### src/rtl/cpu_controller.sv
// rtl/cpu_controller.sv - accumulator CPU control FSM with memory wait timeout and retired-instruction count
module cpu_controller #(
  parameter int TIMEOUT = 15
) (
  input  logic       clk,
  input  logic       reset,
  input  logic [1:0] op_code,
  input  logic       mem_ready,
  output logic       ir_on_adr,
  output logic       pc_on_adr,
  output logic       data_on_dbus,
  output logic       dbus_on_data,
  output logic       alu_on_dbus,
  output logic       ld_ir,
  output logic       ld_ac,
  output logic       ld_pc,
  output logic       inc_pc,
  output logic       clr_pc,
  output logic       pass,
  output logic       add,
  output logic       mem_rd,
  output logic       mem_wr,
  output logic       bus_err,
  output logic [7:0] instr_count
);

  localparam int WW = (TIMEOUT < 1) ? 1 : $clog2(TIMEOUT + 1);
  localparam logic [WW-1:0] TIMEOUT_W = WW'(TIMEOUT);

  typedef enum logic [2:0] {
    INIT, FETCH, DECODE, EX_LDA, EX_STA, EX_ADD, EX_JMP, HALT
  } state_t;

  state_t        state, next_state;
  logic [WW-1:0] wait_cnt;
  logic          mem_state;
  logic          mem_wait;
  logic          timed_out;
  logic          retire;

  assign mem_state = (state == FETCH) || (state == EX_LDA) || (state == EX_STA);
  assign mem_wait  = mem_state && !mem_ready;
  assign timed_out = mem_wait && (wait_cnt == TIMEOUT_W);
  assign retire    = (state == EX_LDA || state == EX_STA || state == EX_ADD || state == EX_JMP)
                     && (next_state == FETCH);

  always_ff @(posedge clk or posedge reset) begin
    if (reset) begin
      state <= INIT;
    end else begin
      state <= next_state;
    end
  end

  // The counter restarts whenever the state changes, so every access starts from zero.
  always_ff @(posedge clk or posedge reset) begin
    if (reset) begin
      wait_cnt <= '0;
    end else if (state != next_state) begin
      wait_cnt <= '0;
    end else if (mem_wait) begin
      wait_cnt <= wait_cnt + 1'b1;
    end
  end

  always_ff @(posedge clk or posedge reset) begin
    if (reset) begin
      instr_count <= 8'd0;
      bus_err     <= 1'b0;
    end else begin
      if (retire) begin
        instr_count <= instr_count + 8'd1;
      end
      if (next_state == HALT && state != HALT) begin
        bus_err <= 1'b1;
      end
    end
  end

  always_comb begin
    next_state = state;
    case (state)
      INIT:   next_state = FETCH;
      FETCH: begin
        if (mem_ready)      next_state = DECODE;
        else if (timed_out) next_state = HALT;
      end
      DECODE: begin
        case (op_code)
          2'b00:   next_state = EX_LDA;
          2'b01:   next_state = EX_STA;
          2'b10:   next_state = EX_ADD;
          default: next_state = EX_JMP;
        endcase
      end
      EX_LDA, EX_STA: begin
        if (mem_ready)      next_state = FETCH;
        else if (timed_out) next_state = HALT;
      end
      EX_ADD: next_state = FETCH;
      EX_JMP: next_state = FETCH;
      HALT:   next_state = HALT;
      default: next_state = INIT;
    endcase
  end

  // Outputs are gated by reset so an access in flight drops the instant reset rises.
  always_comb begin
    ir_on_adr    = 1'b0;
    pc_on_adr    = 1'b0;
    data_on_dbus = 1'b0;
    dbus_on_data = 1'b0;
    alu_on_dbus  = 1'b0;
    ld_ir        = 1'b0;
    ld_ac        = 1'b0;
    ld_pc        = 1'b0;
    inc_pc       = 1'b0;
    clr_pc       = 1'b0;
    pass         = 1'b0;
    add          = 1'b0;
    mem_rd       = 1'b0;
    mem_wr       = 1'b0;
    if (!reset) begin
      case (state)
        INIT: clr_pc = 1'b1;
        FETCH: begin
          pc_on_adr    = 1'b1;
          mem_rd       = 1'b1;
          data_on_dbus = 1'b1;
          ld_ir        = mem_ready;
        end
        DECODE: inc_pc = 1'b1;
        EX_LDA: begin
          ir_on_adr    = 1'b1;
          mem_rd       = 1'b1;
          data_on_dbus = 1'b1;
          ld_ac        = mem_ready;
        end
        EX_STA: begin
          ir_on_adr    = 1'b1;
          pass         = 1'b1;
          alu_on_dbus  = 1'b1;
          dbus_on_data = 1'b1;
          mem_wr       = 1'b1;
        end
        EX_ADD: begin
          add          = 1'b1;
          alu_on_dbus  = 1'b1;
          ld_ac        = 1'b1;
        end
        EX_JMP: ld_pc = 1'b1;
        default: ;
      endcase
    end
  end

endmodule

### config.mk
export PLATFORM = sky130hd
export DESIGN_NAME = cpu_controller
export DESIGN_NICKNAME = d
export VERILOG_FILES = /design/src/rtl/cpu_controller.sv
export SDC_FILE = /design/constraint.sdc
export NUM_CORES = 1
export LEC_CHECK = 0
export ABC_AREA = 1
export CAP_MARGIN = 5
export CELL_PAD_IN_SITES_DETAIL_PLACEMENT = 0
export CELL_PAD_IN_SITES_GLOBAL_PLACEMENT = 2
export CORE_ASPECT_RATIO = 1.25
export CORE_UTILIZATION = 32
export CTS_BUF_LIST = sky130_fd_sc_hd__clkbuf_8
export CTS_CLUSTER_DIAMETER = 80
export DETAILED_ROUTE_END_ITERATION = 12
export PLACE_DENSITY_LB_ADDON = 0.05
export SYNTH_ARGS = -nofsm -noshare
export SYNTH_HDL_FRONTEND = slang
export SYNTH_SLANG_ARGS = --single-unit
### constraint.sdc
create_clock -name clk -period 4.35 [get_ports clk]
set_input_delay 0.6525 -clock clk [delete_from_list [all_inputs] [get_ports clk]]
set_output_delay 0.6525 -clock clk [all_outputs]
set_load 0.01 [all_outputs]
### After elaboration in Yosys (flattened, before gate mapping)

Cells that the tools add are included.

* bits in registers: 16
* logic and storage cells: 66
* input port bits: 5
* output and inout bits: 23

* $add $sub $neg: 2
* equal/unequal tests: 14
* reduce and logical (&&, ||, !) cells: 17
* mux-type cells: 29

Operators with widths (count)
* 1-bit two-way mux: 21
* 3-bit == test (second input constant): 5
* 3-bit one-hot mux with 5 select lines: 1
* 3-bit two-way mux: 3
* 3-bit one-hot mux with 3 select lines: 1
* 8-bit by 1-bit adder with 8-bit output (second input constant): 1
* 4-bit two-way mux: 2
* 3-bit by 1-bit == test with 1-bit output (second input constant): 2
* 3-bit by 2-bit == test with 1-bit output (second input constant): 2
* 2-bit OR reduction: 3
* 1-bit logical OR: 5
* 4-bit by 1-bit adder with 4-bit output (second input constant): 1
* 4-bit == test (second input constant): 1
* 1-bit logical AND: 4
* 3-bit zero test: 1
* 3-bit != test: 1
* 3-bit != test (second input constant): 1
* 3-bit OR reduction: 1
* 2-bit by 1-bit == test with 1-bit output (second input constant): 1
* 2-bit == test (second input constant): 1
* 2-bit zero test: 1
* 1-bit one-hot mux with 2 select lines: 1
* 2-bit nonzero test: 1
* 1-bit zero test: 1

### Depth between registers and ports, before layout

Gate-level depths: netlist of run 1.

* depth in word-level cells: 10
* mapped depth: 12
* mapped depth without buffers: 12

### Worst setup path after synthesis of run 1

No wires, ideal clock.

* path kind: input to output
* from: in reset
* to: out mem_wr
* path slack: 2.432 ns
* cell stages on the path: 3
* arrival: 1.266 ns
* required time: 3.697 ns
* path through: clkbuf_1 nor2_1 buf_4

* cells in the longest elaborated chain, start to end: 1

RTL lines
* from (decl): RTL line 6 `input logic reset,`
* 1-bit two-way mux
* to (decl): RTL line 22 `output logic mem_wr,`

No other way between the ends.

### Worst setup path after layout of run 1

* from: in mem_ready
* to: out ld_ir

* cells in the longest elaborated chain, start to end: 2

RTL lines
* from (decl): RTL line 8 `input logic mem_ready,`
* 1-bit two-way mux: RTL line 124 `case (state)`
* 1-bit two-way mux: RTL line 123 `if (!reset) begin`
* to (decl): RTL line 14 `output logic ld_ir,`

No other way between the ends.

==> key figures, run 1 <==
Place
  – Setup slack at placement: about 1.6 ns
  – Global placer's final weighted congestion: approximately 0.79
  – HPWL after detailed placement: between 2000 and 2500 um
  – IO Port Bufs: 27

Timing
  – Peak Freq: about 360 MHz
  – Relative slew slack: 0.592
  – RSZ-0062 raised after global routing: false
  – Minimum clock period: around 2.8 ns
  – Final number of hold-violating endpoints: 0
  – Clk_skew: 0.000859 ns
  – Setup TNS: 0 ns
  – Final Cycle Share: 0.638
  – Final hold slack: between 0.4 and 0.5 ns
  – Final setup fails: 0
  – Final worst slack: approximately 1.6 ns
  – Max Slew Vio Count: 0
  – Least-Margin Pin Slew: around 0.6 ns

Worst setup path
  – Flop2flop setup slack: 2.54 ns
  – Crit-path max cell delay: about 0.57 ns
  – Worst path cell trace: clkdlybuf4s50_1 -> inv_1 -> nor3_1 -> clkdlybuf4s50_1
  – Crit path max fanout: 5
  – CP Capture Type: output pin
  – Slowest library cell on the worst path: clkdlybuf4s50_1
  – Worst EP arrival: approximately 2.1 ns
  – CP required: 3.70 ns
  – Cell repeated most along the worst path: clkdlybuf4s50_1
  – Setup CP Type: primary input to output pin
  – Startpoint Class: primary input

Clock network
  – CTS sink count: 16
  – Postcts setup bufs: 0
  – CTS buffer count: 3
  – Clock Tree Root: clkbuf_8
  – Clk slew on worst S/H paths: about 0.060 ns
  – Post-cts sizing count: 0
  – CTS tree: done
  – Hold_buf cts: 0
  – H-tree Lvls: 1
  – Clock Tree Buf Depth: 2
  – Clock Latency Late Sink: 0.25 ns

Finish
  – Layout cells sized above 1: 0.219
  – Synth-to-layout area growth: 27.9%
  – Ant diodes: 0
  – Final #Nets: between 150 and 200
  – FILL cells: 370

Floorplan
  – Core ar.: 3540 um^2
  – Initial cell density of the core: 0.341
  – Ports: 28
  – DIE HEIGHT: around 71 um
  – Num rows: 24
  – Die width: ~57 um
  – Die footprint: roughly 4000 um^2

Global route
  – GR Util met3: 0.0110
  – Gr usage total: 0.147
  – First-pass GRT wire length: roughly 4700 um
  – Initial antenna violation count: 0
  – Peak-usage layer in the global routing report: met2
  – Vias in the first global route: ~1000
  – Grt ovf: 0
  – Largest net degree at the start of global routing: 17
  – GRT met2 Usage: 0.259
  – Met1 usage: 0.186

Logic synthesis
  – Synth top area cells: dfrtp_1 (33%), nand2_1 (7.2%), nand3_1 (5.8%)
  – #FFs+latches synth: 16
  – Mapped Nets: between 150 and 200
  – Synthesized area per cell: roughly 8.4 um^2
  – EDFF count, synth: 0
  – Count leader, synth: nand2_1
  – Async set-reset flop share out of synthesis: 1.00
  – Ys flop type: dfrtp_1
  – Post-synth top area share: 0.332
  – Sequential area share after synthesis: 0.332
  – Yosys warns: 0
  – Top cells by count, synth: nand2_1 (23), dfrtp_1 (16), nor2_1 (16), nand3_1 (14), inv_1 (11)
  – Cell taking the most area after synthesis: dfrtp_1
  – Post-Syn Area: approximately 1200 um^2
  – Mapped Cells: 143
  – Synth unique cells: 30

Power and ir drop
  – Power density over the cells: ~630 nW/um^2
  – Part of the power in registers: 0.268
  – Combinational share of power: 0.596
  – Switching share of power: 0.470
  – Leakage: between 0.7 and 0.8 nW
  – Clock share of power: 0.137
  – Sw Pwr: between 400 and 500 uW
  – Int Pwr: roughly 510 uW
  – Peak supply drop: around 380 uV

Routing
  – Routed WL: between 2000 and 3000 um
  – Wire per inst: 12.8 um
  – DRC: 6
  – Vias per cell: 4.95
  – Vias: slightly above 1000
  – Final ANT Viol Nets: 0
  – 1st-pass router iterations: 8
  – DR iter-0 viols: 31

Status
  – Failing checks: DRC
  – Outcome: finished, violations left

Flow run
  – Max cap viols: 0

Min path
  – Hold Path Class: flip-flop to flip-flop
layout make-up:
cell class,count,area [um^2],area share
Tap cell,39,48.8,0.0316
Clock buffer,4,55.1,0.0357
Timing Repair Buffer,27,270,0.175
Sequential cell,16,400,0.259
Inverter,17,63.8,0.0413
Multi-Input combinational cell,105,706,0.457
layer usage:
metal / vias to the layer above / share of wire / wire length [um]
li1: 516 / - / -
met1: 486 / 0.44 / 1170
met2: 25 / 0.52 / 1370
met3: 2 / 0.035 / 94
met4: 0 / 0.0075 / 20
met5: - / 0 / 0
cells in the final DEF, fill, tap and decap left out:
master and instances:
inv_1 11, nand2_4 4, xnor2_2 1, o21bai_2 1
nand2_2 6, nand3_1 14, a31o_2 1, o21ai_0 1
nand2_1 23, nor2_8 1, nor2_1 16, nor2_2 1
inv_2 6, mux2i_1 1, clkbuf_8 4, nand3_2 4
or2_1 1, xnor2_1 7, ha_1 4, dfrtp_1 16
xor2_1 2, nor3_2 5, clkdlybuf4s50_1 27, a21oi_1 2
a21oi_4 1, nand4_1 5, nor4_1 1, nand3_4 2
nor3_1 1
cells by family (layout without fill, tap and decap cells):
| group | count (synthesis) | in the layout | synth area share |
|---|---|---|---|
| multiplexers | 1 | 1 | 0.00829 |
| AND/OR/NAND/NOR | 84 | 84 | 0.413 |
| AO/OA/AOI/OAI | 6 | 6 | 0.0425 |
| buffers and inverters | 22 | 48 | 0.0839 |
| adder cells (fa/ha/maj) | 4 | 4 | 0.0415 |
| XOR/XNOR | 10 | 10 | 0.0788 |
| flip-flops | 16 | 16 | 0.332 |
critical path, delay by kind of cell:
family / cells / cell delay, ns
buffers and inverters: 3 / 1.28
AND/OR/NAND/NOR: 1 / 0.19
state kept, by name (all words and copies together) (netlist names):
name / count
bus_err: 1
instr_count: 8
state: 3
wait_cnt: 4
power groups by stage:
stage          Sequential (mW)  Clock [mW]  Combinational (mW)
3_3_place_gp             0.262           0               0.582
6_report                 0.258       0.132               0.575
3_5_place_dp             0.260           0               0.581
4_1_cts                  0.259       0.134               0.585
5_1_grt                  0.267       0.144               0.629
2_1_floorplan            0.246           0               0.426
metrics by stage:
stage           util  cell area [um^2]  instances  total power, mW
2_1_floorplan      -              1210        143            0.672
3_3_place_gp   0.420              1490        204            0.844
3_5_place_dp   0.420              1490        204            0.841
4_1_cts        0.436              1540        208            0.979
5_1_grt        0.436              1540        208             1.04
6_report       0.436              1540        208            0.966
final timing paths:
path,start,to,depth (start not counted)
setup / recovery,mem_ready,ld_ir,4
hold / removal,bus_err,bus_err,1
setup reg to reg,state[1],wait_cnt[1],9
hold reg to reg,bus_err,bus_err,1
max in group asynchronous,reset,wait_cnt[3],2
min in group asynchronous,reset,instr_count[5],2
(Power assumes the default switching activity.)
==> run 2: changes to the inputs <==
--- a/config.mk
+++ b/config.mk
@@ -10,7 +10,7 @@
 export CELL_PAD_IN_SITES_DETAIL_PLACEMENT = 0
 export CELL_PAD_IN_SITES_GLOBAL_PLACEMENT = 2
 export CORE_ASPECT_RATIO = 1.25
-export CORE_UTILIZATION = 32
+export CORE_UTILIZATION = 27
 export CTS_BUF_LIST = sky130_fd_sc_hd__clkbuf_8
 export CTS_CLUSTER_DIAMETER = 80
 export DETAILED_ROUTE_END_ITERATION = 12
==> constraint.sdc (replaced) <==
create_clock -name clk -period 2.25 [get_ports clk]
set_input_delay 0.3375 -clock clk [delete_from_list [all_inputs] [get_ports clk]]
set_output_delay 0.3375 -clock clk [all_outputs]
set_load 0.01 [all_outputs]
==> run 2 against run 1 <==
Net effect: final cell count grew 9.6%; design area grew 3.0%; highest routed layer unchanged; critical path type unchanged; core utilization shrank 5.7 points; clock power grew 61%; critical path depth shrank 1; the flow now finishes without violations; count of clock-buffer cells in the layout shrank 1.
==> key figures, run 2 (same netlist as run 1, synthesis figures left out) <==
Global route
  – Vias in the first global route: 1070 (+2.1%)
  – Gr usage total: 0.134 (-0.0136)
  – Initial antenna violation count: 0 (unchanged)
  – First-pass GRT wire length: 4860 um (+3.1%)
  – Grt ovf: 0 (unchanged)
  – Largest net degree at the start of global routing: 17 (unchanged)

Clock network
  – CTS tree: done
  – Clock Latency Late Sink: 0.24 ns (about the same)
  – CTS buffer count: 3 (unchanged)
  – CTS sink count: 16 (unchanged)
  – Clk slew on worst S/H paths: 0.06 ns (about the same)
  – Clock Tree Buf Depth: 2 (unchanged)
  – Clock Tree Root: clkbuf_8
  – H-tree Lvls: 1 (unchanged)

Flow run
  – Max cap viols: 0 (unchanged)

Routing
  – Wire per inst: 12.5 um (-2.6%)
  – DR iter-0 viols: 28 (-9.7%)
  – Final ANT Viol Nets: 0 (unchanged)
  – Vias per cell: 4.48 (-9.4%)
  – Vias: 1022 (-0.68%)
  – Routed WL: 2840 um (+6.7%)
  – 1st-pass router iterations: 4 (-4)
  – DRC: 0 (-6)

Timing
  – Final setup fails: 0 (unchanged)
  – Peak Freq: ~470 MHz
  – Least-Margin Pin Slew: 0.623 ns (+0.0126 ns)
  – Max Slew Vio Count: 0 (unchanged)
  – Relative slew slack: 0.584 (-0.00840)
  – Setup TNS: 0 ns (unchanged)
  – Minimum clock period: between 2 and 2.5 ns
  – Final number of hold-violating endpoints: 0 (unchanged)
  – Final Cycle Share: 0.949
  – Final worst slack: 0.114 ns (-1.46 ns)
  – Clk_skew: 0.00367 ns (+0.00281 ns)
  – RSZ-0062 raised after global routing: false

Power and ir drop
  – Power density over the cells: 1170 nW/um^2 (+88%)
  – Peak supply drop: 433 uV (+14%)
  – Leakage: 0.734 nW (+4.2%)

Worst setup path
  – Cell repeated most along the worst path: clkdlybuf4s50_1
  – Slowest library cell on the worst path: clkdlybuf4s50_1
  – Startpoint Class: primary input
  – Crit path max fanout: 12 (+7)
  – Worst path cell trace: clkdlybuf4s50_1 -> nor4_1 -> clkdlybuf4s50_1
  – CP required: 1.91 ns (-1.79 ns)
  – Worst EP arrival: 1.80 ns (-0.32 ns)
  – Setup CP Type: primary input to output pin
  – Crit-path max cell delay: 0.60 ns (+0.03 ns)
  – CP Capture Type: output pin

Place
  – IO Port Bufs: 27 (unchanged)
  – HPWL after detailed placement: 2280 um (+9.3%)
  – Setup slack at placement: 0.117 ns (-1.45 ns)
  – Global placer's final weighted congestion: 0.733 (-7.8%)

Status
  – Outcome: finished clean

Finish
  – Layout cells sized above 1: 0.238 (+0.0194)
  – Biggest regs: instr_count: 8 flops, wait_cnt: 4 flops, state: 3 flops
  – Synth-to-layout area growth: 31.7%
  – Max FFs per register: 8 (unchanged)
  – Commonest non-fill, non-tap cell in the layout: clkdlybuf4s50_1
  – FILL cells: 453 (+22%)
  – Final #Nets: 183 (+2.2%)
  – Ant diodes: 0 (unchanged)
  – Commonest cells after routing, fill and taps aside: clkdlybuf4s50_1 (26), nand2_1 (23), nor2_1 (16)
  – Most flops, register: instr_count

Floorplan
  – Num rows: 26 (+8.3%)
  – Initial cell density of the core: 0.288 (-0.0530)
  – Core ar.: 4200 um^2 (+18%)
  – Die width: 61.8 um (+8.6%)
  – DIE HEIGHT: 76.8 um (+8.6%)
  – Die footprint: 4740 um^2 (+18%)
  – Ports: 28 (unchanged)

Min path
  – Hold Path Class: flip-flop to flip-flop
## run 2: worst max-delay path: cells and delay by family
family | cells | cell delay [ns]
buffers and inverters | 2 | 1.19
and+or+nand+nor | 1 | 0.27
## run 2: layer usage
metal,GRT usage,part of all wire,vias up
met2,0.226,0.51,28
li1,-,-,517
met1,0.175,0.45,475
met3,0.0118,0.033,2
met4,0.0400,0.0053,0
met5,0,0,-
## run 2: path summary, 6_finish.rpt
kind                           from  slack (ns)  cells past startpoint             end
min                         bus_err        0.48                      1         bus_err
min reg2reg                 bus_err        0.48                      1         bus_err
max                           reset        0.11                      3          clr_pc
max in group asynchronous     reset        1.02                      2        state[1]
max reg2reg                state[1]        0.55                      9     wait_cnt[2]
min in group asynchronous     reset        0.78                      2  instr_count[2]
## run 2: what timing repair did
item | CTS | global route
setup buffers | 0 | 0
hold buffers | 0 | 0
resized for setup | 0 | 3
setup endpoints to repair | 0 | 3
endpoints found under the hold margin | 0 | 0
## run 2: final cells by class
cell class                      count  area [um^2]  share of cell area
Multi-Input combinational cell    105          711               0.447
Sequential cell                    16          402               0.253
Timing Repair Buffer               31          303               0.190
Tap cell                           56         70.1              0.0441
Inverter                           17         63.8              0.0401
Clock buffer                        3         41.3              0.0260
## run 2: power by group
part / switching [mW] / total [mW] / leakage (nW) / internal (mW)
clock network: 0.0936 / 0.212 / 0.0216 / 0.118
logic: 0.679 / 1.17 / 0.507 / 0.490
registers: 0.116 / 0.484 / 0.206 / 0.368
total: 0.889 / 1.86 / 0.734 / 0.976
## run 2: per-stage QoR
step | instance area, um^2 | power (mW) | cells | util | hold WS (ns)
finish | 1590 | 1.86 | 228 | 0.379 | 0.484
global route | 1590 | 2.02 | 228 | 0.379 | 0.507
CTS | 1580 | 1.88 | 228 | 0.377 | 0.488
detailed placement | 1540 | 1.66 | 225 | 0.367 | 0.474
global placement | 1540 | 1.66 | 225 | 0.367 | 0.479
floorplan | 1210 | 1.30 | 143 | - | 0.464
==> run 3: changes to the inputs <==
--- a/config.mk
+++ b/config.mk
@@ -10,11 +10,13 @@
 export CELL_PAD_IN_SITES_DETAIL_PLACEMENT = 0
 export CELL_PAD_IN_SITES_GLOBAL_PLACEMENT = 2
 export CORE_ASPECT_RATIO = 1.25
+export CORE_MARGIN = 5
 export CORE_UTILIZATION = 27
 export CTS_BUF_LIST = sky130_fd_sc_hd__clkbuf_8
 export CTS_CLUSTER_DIAMETER = 80
 export DETAILED_ROUTE_END_ITERATION = 12
 export PLACE_DENSITY_LB_ADDON = 0.05
+export REMOVE_ABC_BUFFERS = 1
 export SYNTH_ARGS = -nofsm -noshare
 export SYNTH_HDL_FRONTEND = slang
 export SYNTH_SLANG_ARGS = --single-unit
==> run 3 against run 2 <==
Net effect: clock skew up 0.0012 ns; worst setup slack got worse by 0.0077 ns; clock power is essentially flat; via count is 1.9% lower; worst hold slack got worse by 0.017 ns; design area about the same; total power is 0.55% lower; register-to-register slack got worse by 0.12 ns; final cell count up 0.88%; routed wire length is 0.25% lower; combinational power hardly changed; die area grew 25%; critical path type is now flip-flop to output pin.
==> key figures, run 3 (same netlist as run 1, synthesis figures left out) <==
Place
  – Placed cell areas: 1540 um^2 (+0.16%)
  – Setup slack at placement: 0.114 ns (-0.00270 ns)
  – HPWL after detailed placement: 2340 um (+2.6%)
  – Global placer's final weighted congestion: 0.765 (+4.4%)
  – IO Port Bufs: 27 (unchanged)

Floorplan
  – Ports: 28 (unchanged)
  – Initial cell density of the core: 0.277 (-0.0107)
  – Core ar.: 4360 um^2 (+3.8%)
  – Num rows: 27 (+3.8%)
  – Die footprint: 5920 um^2 (+25%)
  – DIE HEIGHT: 84.8 um (+10%)
  – Die width: 69.8 um (+13%)

Clock network
  – CTS sink count: 16 (unchanged)
  – CTS tree: done
  – H-tree Lvls: 1 (unchanged)
  – Clk slew on worst S/H paths: 0.06 ns (about the same)
  – Clock Tree Buf Depth: 2 (unchanged)
  – Post-cts sizing count: 0 (unchanged)
  – Hold_buf cts: 0 (unchanged)
  – Postcts setup bufs: 0 (unchanged)
  – Clock Latency Late Sink: 0.24 ns (about the same)
  – Clock Tree Root: clkbuf_8
  – CTS buffer count: 3 (unchanged)

Power and ir drop
  – Leakage: 0.718 nW (-2.2%)
  – Peak supply drop: 495 uV (+14%)
  – Power density over the cells: 1170 nW/um^2 (-0.47%)
  – Total Power: 1.85 mW (-0.55%)

Status
  – Outcome: finished clean

Timing
  – Least-Margin Pin Slew: 0.644 ns (+0.0205 ns)
  – Relative slew slack: 0.570 (-0.0137)
  – Final number of hold-violating endpoints: 0 (unchanged)
  – Final setup fails: 0 (unchanged)
  – Peak Freq: 466 MHz (-0.36%)
  – RSZ-0062 raised after global routing: false
  – Setup TNS: 0 ns (unchanged)
  – Clk_skew: 0.00491 ns (+0.00124 ns)
  – Minimum clock period: 2.14 ns (+0.00771 ns)
  – Final Cycle Share: 0.953 (+0.00343)
  – Final worst slack: 0.106 ns (-0.00771 ns)
  – Max Slew Vio Count: 0 (unchanged)

Global route
  – Gr usage total: 0.101 (-0.0324)
  – First-pass GRT wire length: 4910 um (+1.1%)
  – Vias in the first global route: 1057 (-1.2%)
  – Initial antenna violation count: 0 (unchanged)
  – Grt ovf: 0 (unchanged)
  – Largest net degree at the start of global routing: 17 (unchanged)

Routing
  – DRC: 0 (unchanged)
  – Routed WL: 2830 um (-0.25%)
  – Vias per cell: 4.36 (-2.7%)
  – Wire per inst: 12.3 um (-1.1%)
  – Vias: 1003 (-1.9%)
  – Final ANT Viol Nets: 0 (unchanged)
  – 1st-pass router iterations: 4 (unchanged)
  – DR iter-0 viols: 32 (+14%)

Worst setup path
  – Flop2flop setup slack: 0.43 ns (-0.12 ns)
  – Setup CP Type: flip-flop to output pin
  – CP Capture Type: output pin
  – Worst path cell trace: nor2_1 -> nand2_2 -> nand2_2 -> inv_2 -> nor2_1 -> clkdlybuf4s50_1
  – Slowest library cell on the worst path: clkdlybuf4s50_1
  – FF-to-FF path depth: 9 (unchanged)
  – Crit path max fanout: 8 (-4)
  – CP required: 1.91 ns (about the same)
  – Worst EP arrival: 1.81 ns (about the same)
  – Crit-path max cell delay: 0.55 ns (-0.05 ns)
  – Startpoint Class: flip-flop

Finish
  – Max FFs per register: 8 (unchanged)
  – Synth-to-layout area growth: 31.6% (about the same)
  – Final #Nets: 183 (unchanged)
  – Commonest non-fill, non-tap cell in the layout: clkdlybuf4s50_1
  – Commonest cells after routing, fill and taps aside: clkdlybuf4s50_1 (27), nand2_1 (23), nor2_1 (16), dfrtp_1 (16), nand3_1 (14)
  – Layout cells sized above 1: 0.233 (-0.00581)
  – FILL cells: 456 (+0.66%)
  – Most flops, register: instr_count
  – Post-layout util: 0.365 (-0.0143)
  – Design Area, Final: 1590 um^2 (about the same)
  – Ant diodes: 0 (unchanged)
  – Biggest regs: instr_count: 8 flops, wait_cnt: 4 flops, state: 3 flops

Flow run
  – Max cap viols: 0 (unchanged)

Min path
  – Hold Path Class: flip-flop to flip-flop
  – Hold depth: 1 (unchanged)
[run 3: critical path: cells and delay by family, from the launching register on]
| family | cells | cell delay (ns) |
|---|---|---|
| buffers and inverters | 2 | 0.59 |
| AND/OR/NAND/NOR | 4 | 0.48 |
| flip-flops | 1 | 0.48 |
[run 3: power breakdown]
part           internal (mW)  total, mW  switching (mW)
sequential             0.366      0.477           0.111
clock                  0.118      0.213          0.0941
combinational          0.491       1.17           0.675
[run 3: final cells by class]
type / instances / area, um^2 / area share
sequential: 16 / 400 / 0.252
timing repair buffer: 31 / 300 / 0.189
tap: 58 / 72.6 / 0.0457
inverter: 17 / 63.8 / 0.0402
clock buffer: 3 / 41.3 / 0.0260
multi-input combinational: 105 / 711 / 0.447
[run 3: layer usage]
layer | part of all wire | GRT usage | vias to the layer above
met1 | 0.43 | 0.115 | 457
met2 | 0.52 | 0.192 | 26
li1 | - | - | 518
met3 | 0.041 | 0.0156 | 2
met5 | 0 | 0 | -
met4 | 0.0074 | 0.0314 | 0
[run 3: path summary, 6_finish.rpt]
check,start,to
worst min register to register,bus_err,bus_err
worst min-delay path,bus_err,bus_err
worst max-delay path,state[1],ir_on_adr
min in group asynchronous,reset,instr_count[3]
worst max register to register,state[1],wait_cnt[0]
max in group asynchronous,reset,instr_count[4]
[run 3: stage by stage]
| stage | cells | hold WS [ns] |
|---|---|---|
| after detailed placement | 227 | 0.454 |
| final | 230 | 0.468 |
| after global routing | 230 | 0.485 |
| after floorplan | 138 | 0.251 |
| after CTS | 230 | 0.469 |
| after global placement | 227 | 0.459 |
